===== config.mk =====
export PLATFORM = sky130hd
export DESIGN_NAME = fcc_label_readout
export DESIGN_NICKNAME = d
export VERILOG_FILES = /design/src/rtl/fcc_pkg.sv /design/src/rtl/fcc_readout_fifo.sv /design/src/rtl/fcc_label_readout.sv
export SDC_FILE = /design/constraint.sdc
export NUM_CORES = 1
export LEC_CHECK = 0
export CAP_MARGIN = 5
export CORE_ASPECT_RATIO = 0.9
export CORE_UTILIZATION = 40
export CTS_BUF_LIST = sky130_fd_sc_hd__clkbuf_8
export CTS_CLUSTER_DIAMETER = 60
export CTS_CLUSTER_SIZE = 14
export DETAILED_ROUTE_END_ITERATION = 8
export DONT_BUFFER_PORTS = 1
export GPL_ROUTABILITY_DRIVEN = 0
export GPL_TIMING_DRIVEN = 0
export REMOVE_ABC_BUFFERS = 1
export SLEW_MARGIN = 20
export SYNTH_ARGS = -nofsm -noshare
export SYNTH_HDL_FRONTEND = slang
export SYNTH_HIERARCHICAL = 1
export SYNTH_SLANG_ARGS = --single-unit
export TNS_END_PERCENT = 10

===== constraint.sdc =====
create_clock -name i_clk -period 3.55 [get_ports i_clk]
set_input_delay 0.71 -clock i_clk [delete_from_list [all_inputs] [get_ports i_clk]]
set_output_delay 0.71 -clock i_clk [all_outputs]
set_load 0.01 [all_outputs]

===== src/rtl/fcc_pkg.sv =====
// Shared constants, state encoding and helpers for the FCC label readout engine.
package fcc_pkg;

    // Default range-grid geometry and label width
    localparam int unsigned FCC_ROWS       = 30;
    localparam int unsigned FCC_COLS       = 30;
    localparam int unsigned FCC_COL_W      = 5;
    localparam int unsigned FCC_LABEL_W    = 16;
    localparam int unsigned FCC_ROW_W      = 8;

    // Output FIFO depth; also the cap on reads outstanding at any time
    localparam int unsigned FCC_FIFO_DEPTH = 3;

    // Readout FSM state encoding
    typedef enum logic [1:0] {
        StIdle,
        StScan,
        StDrain,
        StDone
    } rd_state_e;

    // Linear cell index in row-major order
    function automatic int unsigned cell_idx(input int unsigned row, input int unsigned col,
                                             input int unsigned cols);
        return row * cols + col;
    endfunction

endpackage


===== src/rtl/fcc_readout_fifo.sv =====
// Three-entry shift FIFO of packed {row, col, label, is_ground} cells. Entry 0 is
// always the head, so the head outputs come straight from a register.
module fcc_readout_fifo
    import fcc_pkg::*;
#(
    parameter int unsigned W = 30
) (
    input  logic         i_clk,
    input  logic         i_rst,
    input  logic         i_push,
    input  logic         i_pop,
    input  logic [W-1:0] i_data,
    output logic         o_valid,
    output logic [1:0]   o_count,
    output logic [W-1:0] o_head
);

    logic [W-1:0] r_mem [FCC_FIFO_DEPTH];
    logic [W-1:0] w_mem_d [FCC_FIFO_DEPTH];
    logic [1:0]   r_count;
    logic [1:0]   w_count_d;
    logic [1:0]   w_wr_idx;

    // Next-state: shift down on pop, then write the new cell behind the survivors
    always_comb begin
        w_wr_idx   = r_count - {1'b0, i_pop};
        w_count_d  = r_count + {1'b0, i_push} - {1'b0, i_pop};
        w_mem_d[0] = i_pop ? r_mem[1] : r_mem[0];
        w_mem_d[1] = i_pop ? r_mem[2] : r_mem[1];
        w_mem_d[2] = r_mem[2];
        for (int unsigned i = 0; i < FCC_FIFO_DEPTH; i++) begin
            if (i_push && (w_wr_idx == 2'(i))) begin
                w_mem_d[i] = i_data;
            end
        end
    end

    // Storage and occupancy registers
    always_ff @(posedge i_clk or posedge i_rst) begin
        if (i_rst) begin
            r_count <= 2'd0;
            for (int unsigned i = 0; i < FCC_FIFO_DEPTH; i++) begin
                r_mem[i] <= '0;
            end
        end else begin
            r_count <= w_count_d;
            for (int unsigned i = 0; i < FCC_FIFO_DEPTH; i++) begin
                r_mem[i] <= w_mem_d[i];
            end
        end
    end

    assign o_valid = (r_count != 2'd0);
    assign o_count = r_count;
    assign o_head  = r_mem[0];

endmodule


===== src/rtl/fcc_label_readout.sv =====
// Scans the FCC point/label memory in row-major order after clustering and streams
// each cell's (row, col, label, is_ground) over valid/ready, optionally dropping
// ground cells. Reads are credit-limited so the 3-entry FIFO can never overflow.
module fcc_label_readout
    import fcc_pkg::*;
#(
    parameter int unsigned ROWS    = FCC_ROWS,
    parameter int unsigned COLS    = FCC_COLS,
    parameter int unsigned COL_W   = FCC_COL_W,
    parameter int unsigned LABEL_W = FCC_LABEL_W
) (
    input  logic                 i_clk,
    input  logic                 i_rst,
    input  logic                 i_start,
    input  logic                 i_skip_ground,
    output logic                 o_busy,
    output logic                 o_done,
    output logic [FCC_ROW_W-1:0] o_rd_row,
    output logic [COL_W-1:0]     o_rd_col,
    input  logic [LABEL_W-1:0]   i_rd_label,
    input  logic                 i_rd_is_ground,
    output logic                 o_out_valid,
    input  logic                 i_out_ready,
    output logic [FCC_ROW_W-1:0] o_out_row,
    output logic [COL_W-1:0]     o_out_col,
    output logic [LABEL_W-1:0]   o_out_label,
    output logic                 o_out_is_ground
);

    localparam int unsigned ENTRY_W = FCC_ROW_W + COL_W + LABEL_W + 1;

    rd_state_e            r_state;
    logic                 r_skip;
    logic [FCC_ROW_W-1:0] r_nrow;       // next address to issue
    logic [COL_W-1:0]     r_ncol;
    logic                 r_rd_valid;   // address on the read port is a live read
    logic                 r_inflight;   // read data on i_rd_* belongs to the tag below
    logic [FCC_ROW_W-1:0] r_tag_row;
    logic [COL_W-1:0]     r_tag_col;

    logic [1:0]           w_count;
    logic [2:0]           w_committed;
    logic                 w_push;
    logic                 w_pop;
    logic                 w_issue;
    logic                 w_last;
    logic                 w_col_wrap;
    logic [ENTRY_W-1:0]   w_push_data;
    logic [ENTRY_W-1:0]   w_head;

    assign w_pop       = o_out_valid & i_out_ready;
    assign w_push      = r_inflight & ~(r_skip & i_rd_is_ground);
    assign w_push_data = {r_tag_row, r_tag_col, i_rd_label, i_rd_is_ground};

    // Slots already promised after this edge; counting the pop keeps full throughput
    assign w_committed = {1'b0, w_count} + {2'b00, r_rd_valid} + {2'b00, r_inflight}
                       - {2'b00, w_pop};
    assign w_issue     = (r_state == StScan) && (w_committed < 3'(FCC_FIFO_DEPTH));
    assign w_col_wrap  = (r_ncol == COL_W'(COLS - 1));
    assign w_last      = (r_nrow == FCC_ROW_W'(ROWS - 1)) && w_col_wrap;

    // Readout FSM: address generation, busy and done pulse
    always_ff @(posedge i_clk or posedge i_rst) begin
        if (i_rst) begin
            r_state    <= StIdle;
            r_skip     <= 1'b0;
            r_nrow     <= '0;
            r_ncol     <= '0;
            r_rd_valid <= 1'b0;
            o_rd_row   <= '0;
            o_rd_col   <= '0;
            o_busy     <= 1'b0;
            o_done     <= 1'b0;
        end else begin
            r_rd_valid <= w_issue;
            o_done     <= 1'b0;
            unique case (r_state)
                StIdle: begin
                    if (i_start) begin
                        r_skip   <= i_skip_ground;
                        r_nrow   <= '0;
                        r_ncol   <= '0;
                        o_rd_row <= '0;
                        o_rd_col <= '0;
                        o_busy   <= 1'b1;
                        r_state  <= StScan;
                    end
                end
                StScan: begin
                    if (w_issue) begin
                        o_rd_row <= r_nrow;
                        o_rd_col <= r_ncol;
                        if (w_last) begin
                            r_state <= StDrain;
                        end else if (w_col_wrap) begin
                            r_ncol <= '0;
                            r_nrow <= r_nrow + 1'b1;
                        end else begin
                            r_ncol <= r_ncol + 1'b1;
                        end
                    end
                end
                StDrain: begin
                    if (!r_rd_valid && !r_inflight && (w_count == 2'd0)) begin
                        o_done  <= 1'b1;
                        r_state <= StDone;
                    end
                end
                StDone: begin
                    o_busy  <= 1'b0;
                    r_state <= StIdle;
                end
                default: r_state <= StIdle;
            endcase
        end
    end

    // In-flight tag: remembers which cell the memory is returning this cycle
    always_ff @(posedge i_clk or posedge i_rst) begin
        if (i_rst) begin
            r_inflight <= 1'b0;
            r_tag_row  <= '0;
            r_tag_col  <= '0;
        end else begin
            r_inflight <= r_rd_valid;
            r_tag_row  <= o_rd_row;
            r_tag_col  <= o_rd_col;
        end
    end

    fcc_readout_fifo #(
        .W (ENTRY_W)
    ) u_fifo (
        .i_clk   (i_clk),
        .i_rst   (i_rst),
        .i_push  (w_push),
        .i_pop   (w_pop),
        .i_data  (w_push_data),
        .o_valid (o_out_valid),
        .o_count (w_count),
        .o_head  (w_head)
    );

    assign {o_out_row, o_out_col, o_out_label, o_out_is_ground} = w_head;

endmodule


# After elaboration in Yosys (flattened, before gate mapping)
# Cells that the tools add are included.
totals:
  reg_bits: 138
  wordCells: 92
  inputBits: 22
classes:
  reduce_logical: 23
  add_sub_neg: 8
  n_eq_ne: 13
  bitwise: 4
  mux: 27
  magnitude_cmp: 1
ops:
  columns: ["cell", "count"]
  rows:
  - ["two-way mux 30 bit", 4]
  - ["two-way mux 8 bit", 5]
  - ["one-hot mux 8 bit (2 select lines)", 2]
  - ["two-way mux 5 bit", 5]
  - ["one-hot mux 5 bit (2 select lines)", 2]
  - ["!= test 2 bit (second input constant)", 6]
  - ["nonzero test 2 bit", 5]
  - ["adder 8 x 1 -> 8 bit (second input constant)", 1]
  - ["== test 8 x 5 -> 1 bit (second input constant)", 1]
  - ["two-way mux 2 bit", 4]
  - ["one-hot mux 2 bit (4 select lines)", 1]
  - ["AND reduction 4 bit", 2]
  - ["logical AND 1 bit", 7]
  - ["== test 2 bit (second input constant)", 3]
  - ["zero test 2 bit", 3]
  - ["adder 5 x 1 -> 5 bit (second input constant)", 1]
  - ["== test 5 bit (second input constant)", 1]
  - ["AND reduction 5 bit", 1]
  - ["== test 2 x 1 -> 1 bit (second input constant)", 2]
  - ["AND reduction 2 bit", 2]
  - ["subtractor 2 x 1 -> 2 bit", 2]
  - ["adder 2 x 1 -> 3 bit", 1]
  - ["adder 3 x 1 -> 3 bit", 1]
  - ["AND 1 bit", 3]
  - ["8 further kinds", 11]

# Longest topological paths before layout
depth:
  ltp_word: 7
  depth_mapped: 11

# Modules after synthesis
# The synthesis kept the hierarchy.
modules_own_cells:
  columns: ["mod", "cells_each", "instances", "area_each_um2"]
  rows:
  - ["fcc_readout_fifo", 332, 1, 4460.5]
  - ["fcc_label_readout", 203, 1, 2170.8]

# Worst setup path after synthesis
# OpenSTA, ideal clock, no wires.
synth_path:
  kind: "register to register"
  from: "register u_fifo.r_count[1], in the netlist u_fifo/o_count[1]"
  to: "register r_nrow[2]"
  path_slack_ns: 0.284
  required_ns: 3.426
  period_less_slack_ns: 3.266
  path_stages_with_launch: 12
  arrival_ns: 3.142
  setup_time_ns: 0.124
  cell_sequence: "dfrtp_1 -> or2_2 -> and2_1 -> ha_1 -> fa_1 -> inv_1 -> fa_1 -> nand3b_1 -> o2111ai_4 -> or2_1 -> buf_6 -> a211o_1"
synth_between:
  elab_chain_cells: 7
synth_rtl:
  columns: ["element", "line_no", "text"]
  rows:
  - ["start, declared", "fcc_readout_fifo.sv:20", "logic [1:0] r_count;"]
  - ["start signal, assigned", "fcc_readout_fifo.sv:46", "r_count <= w_count_d;"]
  - ["nonzero test 2 bit", "fcc_readout_fifo.sv:53", "assign o_valid = (r_count != 2'd0);"]
  - ["named net o_out_valid", "fcc_label_readout.sv:22", "output logic o_out_valid,"]
  - ["AND 1 bit", "fcc_label_readout.sv:51", "assign w_pop = o_out_valid & i_out_ready;"]
  - ["named net w_pop", "fcc_label_readout.sv:44", "logic w_pop;"]
  - ["subtractor 3 x 1 -> 3 bit", "fcc_label_readout.sv:57", "- {2'b00, w_pop};"]
  - ["less-than comparator 3 x 2 -> 1 bit", "fcc_label_readout.sv:58", "assign w_issue = (r_state == StScan) && (w_committed < 3'(FCC_FIFO_DEPTH));"]
  - ["logical AND 1 bit", "fcc_label_readout.sv:58", null]
  - ["!= test 2 bit (no source line)", null, null]
  - ["AND reduction 5 bit (no source line)", null, null]
  - ["end signal, assigned", "fcc_label_readout.sv:97", "r_nrow <= r_nrow + 1'b1;"]
  - ["end, declared", "fcc_label_readout.sv:34", "logic [FCC_ROW_W-1:0] r_nrow;"]
# The timed path passes the listed nets, and every way through them passes these cells.
# A chain may end at the register's enable or synchronous reset.

# Worst setup path in the final report
# Same ends and word-level chain as after synthesis.

==> flow_summary_export.csv <==
group,metric,value,unit
detailed_routing,wl,13100,um
pwr,power.density,1060,nW/um^2
finish,area_growth,7.77,%
placed_design,io_buffers,0,
floorplan,ios,68,
synthesis,ys.flop_type,"dfrtp_1",
clock_tree,ctsLongestPathBuffers,2,
floorplan,rows,44,
synthesis,synthAdderAreaFrac,0.0268,
clock_tree,cts_made_buffers,17,
finish,fillerInstances,1477,
synthesis,synth_top_family_by_area,"multiplexers",
detailed_routing,drcViolationCount,0,
floorplan,dieArea,17100,sq um
synthesis,synth_seq_area_share,0.521,
hold_path,hp-class,"in -> async",
grt,grt_pass1_wl,20700,um
timing,finalCritPeriodShare,0.964,
clock_tree,cts_tree,"done",
clock_tree,cts_sinks,138,
detailed_routing,avgViaCountPerCell,5.23,
critical_path,crit_path_start_kind,"flop",
clock_tree,hold_buffers,0,
grt,overflow,0,
timing,finalSetupViolCount,0,
critical_path,cp-end-kind,"flop",
timing,rsz0062_at_grt,"true",
flow_run,maxCapViolCount,0,
pwr,power.total,7.60,mW
timing,relSlewSlack,0.433,
grt,grtUsageTotal,0.163,
run_status,outcome,"finished, final reports clean",
grt,grt_antenna_before_repair,0,
synthesis,yosysTopAreaCellShare,0.521,
synthesis,ys_types,49,
critical_path,critPathKind,"reg -> reg",
critical_path,max_stage_delay,0.49,ns
synthesis,synth_simple_gate_area_frac,0.0796,
finish,insertedDiodeCount,0,
detailed_routing,vias,3804,
floorplan,die_y,124,um
critical_path,arrival,3.76,ns
floorplan,coreArea,16200,sq um
detailed_routing,drtIter0Drc,194,
clock_tree,clk_pin_slew,0.08,ns
pwr,power_leakage,3.24,nW
critical_path,cp_max_fo,15,
synthesis,synthXorXnorAreaFrac,0.00755,
synthesis,synth_area_leaders,"dfrtp_1 52%, mux2_2 11%, mux2_4 6.8%, mux2i_1 5.0%, buf_4 3.4%",
synthesis,synthMuxAreaShare,0.223,
placed_design,placed_area,6620,sq um
timing,clock_skew,0.00741,ns
critical_path,crit_required,3.88,ns
detailed_routing,antenna_left,0,
synthesis,netlist_area,6630,sq um
detailed_routing,routedWlPerCell,18.0,um
finish,postLayoutCoreUtil,0.442,
finish,layout-drive-gt1-share,0.288,
placed_design,dp_hpwl,8400,um
clock_tree,htree_levels,4,
synthesis,syn_area_per_cell,12.4,sq um
timing,fin_crit,3.42,ns
floorplan,initial_core_util,0.410,
grt,grt_max_degree,60,
timing,slew_viol_final,0,
grt,grt_pass1_vias,3965,
finish,fin_area,7150,sq um
synthesis,ys_async_sr_fraction,1.00,
synthesis,synthMostInstantiatedCell,"dfrtp_1",
clock_tree,cts-root-buf,"clkbuf_8",
timing,max_slew.worst_pin.slew,0.850,ns
pwr,vdd_drop_max,0.000382,V
critical_path,cp_slowest_cell,"dfrtp_2",
synthesis,synth_edf_count,0,
timing,final_hold_viol_count,0,
synthesis,synth_commonest_cells,"138 x dfrtp_1, 62 x mux2_2, 34 x nor2_1",
detailed_routing,dr.pass1.iters,6,
synthesis,synth_compound_area_frac,0.0687,
finish,fin_nets,542,
floorplan,die_width,138,um
synthesis,synth-seq-cells,138,
clock_tree,clk_latency,0.44,ns
synthesis,yosysWarnings,6,
synthesis,syn_inst,535,
synthesis,synth_area_leader_cell,"dfrtp_1",
timing,max_freq,292,MHz
critical_path,cp_cell_sequence,"or2_4 > and2_4 > ha_1 > fa_1 > inv_1 > fa_1 > nand3b_1 > o2111ai_4 > or2_4 > a211o_1",
## metal layers
metal	GRT usage	vias up	routed length, um
met5	0	-	0
met1	0.186	1910	5420
met2	0.280	79	6560
li1	-	1794	-
met3	0.0578	21	839
met4	0.0645	0	286
## cell families after synthesis
kind of cell,after synthesis
flip-flops,138
AND/OR/NAND/NOR,105
buffers and inverters,75
AO/OA/AOI/OAI,75
XOR/XNOR,4
adder cells (fa/ha/maj),13
multiplexers,125
## area by class of cell
cell class	instances	area, sq um	area share
repair buffers	9	148	0.0207
inverters	17	66.3	0.00928
flip-flops and latches	138	3450	0.483
clock inverters	12	195	0.0273
multi-input cells	324	2750	0.385
clock buffers	20	275	0.0385
well taps	207	259	0.0362
## stage by stage
| stage | worst slack [ns] | setup TNS (ns) | hold WS, ns | instances |
|---|---|---|---|---|
| 2_1_floorplan | -1.59 | -105.54 | 0.375 | 477 |
| 3_3_place_gp | -2.83 | -330.63 | 0.385 | 684 |
| 3_5_place_dp | -0.584 | -5.47 | 0.399 | 692 |
| 4_1_cts | 0.0393 | 0 | 0.136 | 727 |
| 5_1_grt | -0.00993 | -0.00993 | 0.149 | 727 |
| 6_report | 0.127 | 0 | 0.151 | 727 |
## worst max-delay path: cells and delay by family, from the launching register on
| kind | cells | cell delay (ns) |
|---|---|---|
| buffers and inverters | 1 | 0.08 |
| flip-flops | 1 | 0.49 |
| AND/OR/NAND/NOR | 4 | 1.19 |
| adder cells (fa/ha/maj) | 3 | 1.09 |
| AO/OA/AOI/OAI | 2 | 0.47 |
## where the power goes
part	internal, mW	total (mW)	switching (mW)	leakage (nW)
Combinational	1.62	3.14	1.53	1.39
Sequential	2.34	2.97	0.633	1.62
Clock	0.888	1.48	0.595	0.232
## cell usage in the layout (no fill, tap or decap), drive strengths merged, types with 9 or more instances in the layout
| cell | instances |
|---|---|
| a21oi | 33 |
| buf | 9 |
| clkbuf | 20 |
| dfrtp | 138 |
| ha | 11 |
| inv | 18 |
| mux2 | 92 |
| mux2i | 33 |
| nand2 | 31 |
| nor2 | 34 |
| o21ai | 20 |
## sequential cells by signal (all words and copies together), names as in the netlist, 2 cells and up
name / flops
u_fifo/o_count: 2
o_rd_col: 5
r_nrow: 8
r_ncol: 5
r_tag_col: 5
u_fifo/r_mem: 60
u_fifo/o_head: 30
r_state: 2
o_rd_row: 8
r_tag_row: 8
## path summary, 6_finish.rpt
kind	startpoint	end	slack [ns]	depth (start not counted)
worst max register to register	u_fifo/o_count[1]	r_nrow[2]	0.13	10
worst min-delay path	i_rst	r_tag_col[2]	0.15	1
min in group i_clk	i_rd_label[6]	u_fifo/r_mem[37]	0.41	1
max in group asynchronous	i_rst	u_fifo/o_count[1]	2.72	2
worst min register to register	r_rd_valid	r_inflight	0.41	0
worst max-delay path	u_fifo/o_count[1]	r_nrow[2]	0.13	10
## what timing repair did
| action | CTS | global route |
|---|---|---|
| gates resized for setup | 2 | 3 |
| pin swaps | 2 | 0 |
| cloned | 2 | 0 |
| setup buffers | 1 | 0 |
| endpoints found under the setup margin | 26 | 18 |
Power figures use the tool's default switching activity.
